$ cat src/rtl/fpga_ccff_loader.sv
// rtl/fpga_ccff_loader.sv - eFPGA configuration chain loader.
// Shifts a word-stream bitstream LSB first into the CCFF chain, then releases user reset.
module fpga_ccff_loader #(
  parameter int CHAIN_LEN       = 1024,
  parameter int WORD_W          = 8,
  parameter int USER_RST_CYCLES = 2,
  parameter int CNT_W           = $clog2(CHAIN_LEN + 1)
) (
  input  logic              clk_i,
  input  logic              rst_n_i,
  input  logic              start_i,
  input  logic              bs_valid_i,
  input  logic [WORD_W-1:0] bs_data_i,
  output logic              bs_ready_o,
  output logic              ccff_head_o,
  output logic              prog_clk_en_o,
  output logic              user_rst_o,
  output logic              busy_o,
  output logic              prog_done_o,
  output logic [CNT_W-1:0]  bits_shifted_o
);

  localparam int IDX_W = $clog2(WORD_W);
  localparam int REL_W = $clog2(USER_RST_CYCLES + 1);

  localparam logic [IDX_W-1:0] LAST_IDX  = IDX_W'(WORD_W - 1);
  localparam logic [IDX_W-1:0] IDX_ONE   = IDX_W'(1);
  localparam logic [CNT_W-1:0] CHAIN_END = CNT_W'(CHAIN_LEN);
  localparam logic [CNT_W-1:0] CNT_ONE   = CNT_W'(1);
  localparam logic [REL_W-1:0] REL_INIT  = REL_W'(USER_RST_CYCLES);
  localparam logic [REL_W-1:0] REL_ONE   = REL_W'(1);

  typedef enum logic [2:0] {
    IDLE,
    LOAD,
    SHIFT,
    RELEASE,
    DONE
  } state_e;

  state_e            state_q, state_d;
  logic [WORD_W-1:0] shreg_q, shreg_d;
  logic [IDX_W-1:0]  idx_q, idx_d;
  logic [CNT_W-1:0]  bits_q, bits_d;
  logic [REL_W-1:0]  rel_q, rel_d;

  always_ff @(posedge clk_i or negedge rst_n_i) begin
    if (!rst_n_i) begin
      state_q <= IDLE;
      shreg_q <= '0;
      idx_q   <= '0;
      bits_q  <= '0;
      rel_q   <= '0;
    end else begin
      state_q <= state_d;
      shreg_q <= shreg_d;
      idx_q   <= idx_d;
      bits_q  <= bits_d;
      rel_q   <= rel_d;
    end
  end

  // Outputs decode registered state only; bs_ready is the one direct state decode.
  always_comb begin
    state_d        = state_q;
    shreg_d        = shreg_q;
    idx_d          = idx_q;
    bits_d         = bits_q;
    rel_d          = rel_q;
    bs_ready_o     = 1'b0;
    ccff_head_o    = 1'b0;
    prog_clk_en_o  = 1'b0;
    user_rst_o     = 1'b1;
    busy_o         = 1'b0;
    prog_done_o    = 1'b0;
    bits_shifted_o = bits_q;

    case (state_q)
      IDLE: begin
        if (start_i) begin
          state_d = LOAD;
          bits_d  = '0;
        end
      end
      LOAD: begin
        busy_o     = 1'b1;
        bs_ready_o = 1'b1;
        if (bs_valid_i) begin
          shreg_d = bs_data_i;
          idx_d   = '0;
          state_d = SHIFT;
        end
      end
      SHIFT: begin
        busy_o        = 1'b1;
        prog_clk_en_o = 1'b1;
        ccff_head_o   = shreg_q[0];
        shreg_d       = shreg_q >> 1;
        idx_d         = idx_q + IDX_ONE;
        if (bits_q != CHAIN_END) begin
          bits_d = bits_q + CNT_ONE;
        end
        // Chain end wins over word end so a partial final word drops its upper bits.
        if (bits_q + CNT_ONE == CHAIN_END) begin
          state_d = RELEASE;
          rel_d   = REL_INIT;
        end else if (idx_q == LAST_IDX) begin
          state_d = LOAD;
        end
      end
      RELEASE: begin
        busy_o = 1'b1;
        rel_d  = rel_q - REL_ONE;
        if (rel_q <= REL_ONE) begin
          state_d = DONE;
        end
      end
      DONE: begin
        user_rst_o  = 1'b0;
        prog_done_o = 1'b1;
        if (start_i) begin
          state_d = LOAD;
          bits_d  = '0;
        end
      end
      default: begin
        state_d = IDLE;
      end
    endcase
  end

endmodule
$ cat config.mk
export PLATFORM = sky130hd
export DESIGN_NAME = fpga_ccff_loader
export DESIGN_NICKNAME = d
export VERILOG_FILES = /design/src/rtl/fpga_ccff_loader.sv
export SDC_FILE = /design/constraint.sdc
export NUM_CORES = 1
export LEC_CHECK = 0
export BUFFER_PORTS_ARGS = -buffer_cell sky130_fd_sc_hd__buf_2
export CAP_MARGIN = 0
export CORE_MARGIN = 5
export CORE_UTILIZATION = 47
export CTS_CLUSTER_DIAMETER = 150
export DETAILED_ROUTE_END_ITERATION = 7
export GPL_ROUTABILITY_DRIVEN = 0
export PLACE_DENSITY = 0.72
export SLEW_MARGIN = 0
export SYNTH_ARGS = -nofsm -noshare
export SYNTH_HDL_FRONTEND = slang
export SYNTH_SLANG_ARGS = --single-unit
$ cat constraint.sdc
create_clock -name clk_i -period 2.1 [get_ports clk_i]
set_clock_uncertainty 0.05 [all_clocks]
set_input_delay 0.525 -clock clk_i [delete_from_list [all_inputs] [get_ports clk_i]]
set_output_delay 0.525 -clock clk_i [all_outputs]
set_load 0.01 [all_outputs]
==> reports/metrics.cfg, run 1 <==
[synth]
synth_area_per_cell_um2 = 9.06
synth_edf_count = 0
netlist_top_cells_area = sky130_fd_sc_hd__dfrtp_1, sky130_fd_sc_hd__mux2i_1, sky130_fd_sc_hd__o21ai_1
yosys.cell_types.count = 41
synth_top_flop_cell = sky130_fd_sc_hd__dfrtp_1
synth_top_cell_area_share = 0.419
synth_fp_nets = 195
synth.cell_area_um2 = 1610
seq_area_frac_synth = 0.419
ys.warnings.count = 0
proportion_of_register_bits_with_asynchronous_set_or_reset_after_synthesis = 1.00
synthesis.instances = 178
synthDominantAreaCellType = sky130_fd_sc_hd__dfrtp_1
ys_ff_latch = 27

[power_and_ir_drop]
share_clk_of_total_power = 0.100
cellInternalPower_mw = 1.29
power_frac_comb = 0.538
swShare = 0.428
pwr_density_cell_nw_per_um2 = 1160
sequentialPowerShare = 0.362
design_power_total_mw = 2.26
ir_worst_vdd_mv = 0.539
switching_power_mw = 0.968
static-leakage-power_nw = 0.913

[global_route]
grt_remaining_overflow = 0
grt_pass1_vias = 1233
grt_util_all_layers = 0.161
largest_net_degree_at_the_start_of_global_routing = 28
grt_antenna_before_repair = 0
first_pass_grt_wire_length_mm = 5.74

[placement]
io_buffers = 28
detailed_place.area_um2 = 1890
dp_hpwl_mm = 2.65

[cts]
cts_tree = done
numCtsBuffers = 3
path_clk_slew_ns = 0.15
clock_latency_ns = 0.32
cts_max_level = 1
root_buffer = sky130_fd_sc_hd__clkbuf_4
cts_buffer_depth = 2
cts_sinks = 27

[timing]
final_period_minus_worst_setup_slack_ns = 1.99
maxClockFrequency_mhz = 503
relSlewSlack = 0.600
tightestPinTransition_ns = 0.599
setup-violations-final = 0
unrepaired_setup_endpoints_after_global_routing = no
report.final.hold_viol_count = 0
max_slew_violation_count = 0
final.period_utilization = 0.947
setup_tns_ns = 0

[cells_and_area]
multi_input_comb_area_um2 = 866
post-route-util = 0.582
post-route-cell-area_um2 = 1940
area_growth_pct = 20.3
drive_above_1_share = 0.290
finalNetCount = 239
fillCellCount = 325
regArea_um2 = 676
num_antenna_cells = 0

[die]
ios = 29
die_h_um = 68.6
initial_utilization = 0.483
chipWidth_um = 68.6
core_area_um2 = 3340
die_area_um2 = 4700
rows = 21

[setup_path]
worst-setup-path-type = reg2out
critical_path.startpoint_type = flip-flop
path_max_fanout = 7
end_kind = output port
critPathArrivalTime_ns = 1.41
timing.critical_path.required_ns = 1.52

[run]
cap_viol_max_count = 0

[hold_path]
min-delay-path-class = in2async

[route]
route.antenna.remaining_nets = 0
drc = 0
drt-initial-drc-count = 92
detailedRoute.firstPassIterationCount = 4
wire_per_inst_um = 13.1
route.detailed.vias_per_inst = 5.38
finalWirelength_mm = 3.50
route.vias.total = 1436

[outcome]
outcome = finished, final reports clean

[layout make-up]
type	count	area share
timing repair buffer	46	0.142
sequential	27	0.348
multi-input combinational	135	0.446
clock buffer	3	0.0116
inverter	9	0.0187
tap	46	0.0297
clock inverter	1	0.00387
[worst paths after layout]
check / depth (start not counted) / slack (ns) / endpoint / from
max: 5 / 0.11 / ccff_head_o / state_q[2]
min: 1 / 0.13 / bits_shifted_o[6] / rst_n_i
max reg2reg: 6 / 0.15 / bits_shifted_o[3] / bits_shifted_o[4]
min reg2reg: 2 / 0.44 / shreg_q[0] / shreg_q[0]
max in group asynchronous: 1 / 1.48 / bits_shifted_o[8] / rst_n_i
min in group clk_i: 2 / 0.37 / state_q[2] / start_i
[critical path: stages (launching register included)]
cell and delay (ns):
sky130_fd_sc_hd__dfrtp_1 0.43, sky130_fd_sc_hd__nor2b_4 0.15, sky130_fd_sc_hd__nand2_2 0.12, sky130_fd_sc_hd__inv_4 0.13, sky130_fd_sc_hd__and2_1 0.13, sky130_fd_sc_hd__buf_2 0.12
[power groups by stage]
stage	Clock, mW	Sequential [mW]	Combinational (mW)
2_1_floorplan	0	0.838	0.780
3_3_place_gp	0	0.817	1.17
3_5_place_dp	0	0.820	1.19
4_1_cts	0.244	0.812	1.21
5_1_grt	0.261	0.842	1.37
6_report	0.227	0.817	1.22
[cell families (layout without fill, tap and decap cells)]
kind of cell | count (synthesis) | count (layout) | synth area share
simple gates | 69 | 69 | 0.224
compound gates | 48 | 48 | 0.185
flops | 27 | 27 | 0.419
buf+inv | 16 | 59 | 0.0535
mux | 11 | 11 | 0.0690
fa+ha+maj | 5 | 5 | 0.0388
xor+xnor | 2 | 2 | 0.0109
[cells in the mapped netlist (4+ instances only)]
cell type and instances:
sky130_fd_sc_hd__nand3_1 5, sky130_fd_sc_hd__ha_1 5, sky130_fd_sc_hd__a31oi_1 5, sky130_fd_sc_hd__inv_1 8
sky130_fd_sc_hd__nand4_1 4, sky130_fd_sc_hd__o21ai_1 17, sky130_fd_sc_hd__nor3_1 5, sky130_fd_sc_hd__dfrtp_1 27
sky130_fd_sc_hd__o21ai_0 8, sky130_fd_sc_hd__nand2_1 22, sky130_fd_sc_hd__a21oi_1 7, sky130_fd_sc_hd__mux2i_1 10
sky130_fd_sc_hd__nor2_1 17
[repair_timing]
item,4_1_cts,5_1_grt
endpoints found under the hold margin,0,0
resized for setup,3,3
setup buffers,0,1
pin swaps,0,2
endpoints found under the setup margin,1,6
hold buffers,0,0
[metal layers]
| metal | GRT usage | routed length [um] | share of wire |
|---|---|---|---|
| met1 | 0.236 | 1720 | 0.49 |
| met2 | 0.249 | 1620 | 0.46 |
| met3 | 0.0243 | 144 | 0.041 |
| met4 | 0.0372 | 16 | 0.0046 |
| met5 | 0 | 0 | 0 |
[placed cells by master (no fill, tap or decap), types with 7 or more instances in the layout]
master                    synthesis  routed
sky130_fd_sc_hd__mux2i_1         10      10
sky130_fd_sc_hd__buf_4            2      18
sky130_fd_sc_hd__inv_1            8       7
sky130_fd_sc_hd__a21oi_1          7       7
sky130_fd_sc_hd__buf_2            3      28
sky130_fd_sc_hd__nor2_1          17      17
sky130_fd_sc_hd__o21ai_0          8       8
sky130_fd_sc_hd__dfrtp_1         27      27
sky130_fd_sc_hd__o21ai_1         17      17
sky130_fd_sc_hd__nand2_1         22      21
[registers in the layout (all words and copies together), names as in the netlist]
| name | count |
|---|---|
| idx_q | 3 |
| rel_q | 2 |
| state_q | 3 |
| bits_shifted_o | 11 |
| shreg_q | 8 |
[stage by stage]
step                worst slack (ns)  hold WS, ns  instances
finish                         0.111        0.135        267
global route                 0.00508        0.158        267
CTS                           0.0582        0.136        266
detailed placement            0.0652        0.420        262
global placement               0.106        0.412        262
floorplan                      0.110        0.179        178
(Power assumes the default switching activity.)
==> run 2: changes to the inputs <==
--- a/config.mk
+++ b/config.mk
@@ -13,6 +13,7 @@
 export DETAILED_ROUTE_END_ITERATION = 7
 export GPL_ROUTABILITY_DRIVEN = 0
 export PLACE_DENSITY = 0.72
+export RECOVER_POWER = 50
 export SLEW_MARGIN = 0
 export SYNTH_ARGS = -nofsm -noshare
 export SYNTH_HDL_FRONTEND = slang
==> reports/metrics.cfg, run 2 (synthesis results as in run 1) <==
[die]
chipWidth_um = 68.6
ios = 29
rows = 21
core_area_um2 = 3340
die_area_um2 = 4700
die_h_um = 68.6
initial_utilization = 0.483

[setup_path]
path_max_fanout = 7
end_kind = output port
critPathArrivalTime_ns = 1.41
timing.critical_path.max_delay_family = flip-flops
worst-setup-path-type = reg2out
crit_chain = nor2b_4 -> nand2_2 -> inv_4 -> and2_1 -> buf_2
critical_path.startpoint_type = flip-flop
critical-path-slowest-cell = sky130_fd_sc_hd__dfrtp_1
crit-reg2reg-launch = bits_shifted_o[4]
r2r_end = bits_shifted_o[3]
critical-path-max-stage-delay_ns = 0.43
worst_r2r_path_depth = 6
worstPathBufferInverterCount = 2
worst-r2r-setup-slack_ns = 0.16
timing.critical_path.required_ns = 1.52

[hold_path]
hold_path.startpoint = start_i
min-delay-path-class = in2reg
hold-path-cell-count = 2
min_to = state_q[2]

[cts]
cts_buffer_depth = 2
cts_tree = done
clock_latency_ns = 0.32
numCtsBuffers = 3
path_clk_slew_ns = 0.15
post_cts_hold_buffer_count = 0
cts_sinks = 27
root_buffer = sky130_fd_sc_hd__clkbuf_4
cts_max_level = 1

[global_route]
grt_pass1_vias = 1233
grt_antenna_before_repair = 0
grt_remaining_overflow = 0
groute.layer.met2.usage = 0.249
gr-usage-met3 = 0.0243
grt.met1_usage = 0.236
grt_util_all_layers = 0.161
grt.busiest_layer = met2
first_pass_grt_wire_length_mm = 5.74
largest_net_degree_at_the_start_of_global_routing = 28

[timing]
fin_hold_ws_ns = 0.378
setup-violations-final = 0
unrepaired_setup_endpoints_after_global_routing = no
setup_tns_ns = 0
final_period_minus_worst_setup_slack_ns = 1.99
relSlewSlack = 0.0487
tightestPinTransition_ns = 1.43
maxClockFrequency_mhz = 503
report.final.hold_viol_count = 0
max_slew_violation_count = 0
final.period_utilization = 0.947

[power_and_ir_drop]
ir_worst_vdd_mv = 0.539
pwr_density_cell_nw_per_um2 = 1160
static-leakage-power_nw = 0.893

[route]
drc = 0
wire_per_inst_um = 13.1
drt-initial-drc-count = 87
route.antenna.remaining_nets = 0
detailedRoute.firstPassIterationCount = 4
finalWirelength_mm = 3.49
route.vias.total = 1440
route.detailed.vias_per_inst = 5.39

[placement]
placed_cells = 262
dp_hpwl_mm = 2.65
io_buffers = 28

[cells_and_area]
finalNetCount = 239
area_growth_pct = 19.3
number_of_non_filler_instances_in_the_completed_layout = 267
fillCellCount = 328
drive_above_1_share = 0.267
largest_register_ffs = 11
post-route-util = 0.577
final_common_cell = sky130_fd_sc_hd__dfrtp_1
layout.cells.most_common_list = sky130_fd_sc_hd__dfrtp_1, sky130_fd_sc_hd__buf_2, sky130_fd_sc_hd__nand2_1, sky130_fd_sc_hd__nor2_1, sky130_fd_sc_hd__o21ai_1
num_antenna_cells = 0

[run]
cap_viol_max_count = 0

[outcome]
outcome = finished, final reports clean

## run 2: cell types whose count changed in the layout (fill, tap and decap cells not counted), sizes merged
cell | previous run | this run
buf | 46 | 40
clkbuf | 3 | 9
## run 2: cell type report
cell class | count | area, um2 | area share
clock buffers | 3 | 22.5 | 0.0117
repair buffers | 46 | 259 | 0.135
inverters | 9 | 36.3 | 0.0189
clock inverters | 1 | 7.51 | 0.00390
well taps | 46 | 57.6 | 0.0299
flip-flops and latches | 27 | 676 | 0.351
multi-input cells | 135 | 866 | 0.450
## run 2: what timing repair did
item / CTS / global route
pin swaps: 0 / 2
gates resized for setup: 3 / 3
buffers inserted: 0 / 1
endpoints found under the setup margin: 1 / 6
gates cloned: 0 / 0
## run 2: per-layer routing
layer | up-vias | routed length [um]
met1 | 683 | 1720
met2 | 29 | 1610
met3 | 2 | 146
met5 | - | 0
met4 | 0 | 16
li1 | 726 | -
## run 2: worst register-to-register path, stage by stage, from the launching register on
cell,delay (ns)
sky130_fd_sc_hd__dfrtp_1,0.51
sky130_fd_sc_hd__or4b_4,0.60
sky130_fd_sc_hd__o31ai_4,0.24
sky130_fd_sc_hd__buf_4,0.20
sky130_fd_sc_hd__nor2_1,0.06
sky130_fd_sc_hd__o21ai_1,0.11
sky130_fd_sc_hd__o31ai_1,0.08
## run 2: stage by stage
stage / cell area [um2] / worst slack (ns) / total power, mW
after detailed placement: 1890 / 0.0652 / 2.01
after floorplan: 1610 / 0.110 / 1.62
final: 1920 / 0.112 / 2.23
after global placement: 1890 / 0.106 / 1.99
after global routing: 1920 / 0.00254 / 2.45
after CTS: 1920 / 0.0582 / 2.26
## run 2: power by group
part	internal [mW]	switching, mW	total [mW]
sequential	0.694	0.123	0.817
combinational	0.501	0.688	1.19
clock	0.0727	0.154	0.227
total	1.27	0.966	2.23
## run 2: how the worst max path moves through the flow
stage / slack, ns / startpoint / depth (start not counted) / endpoint
after floorplan: 0.11 / bits_shifted_o[0] / 7 / bits_shifted_o[3]
after global placement: 0.11 / bits_shifted_o[1] / 7 / bits_shifted_o[3]
after detailed placement: 0.07 / bits_shifted_o[1] / 7 / bits_shifted_o[3]
after CTS: 0.06 / bits_shifted_o[1] / 7 / bits_shifted_o[3]
after global routing: 0.003 / state_q[2] / 5 / ccff_head_o
final: 0.11 / state_q[2] / 5 / ccff_head_o
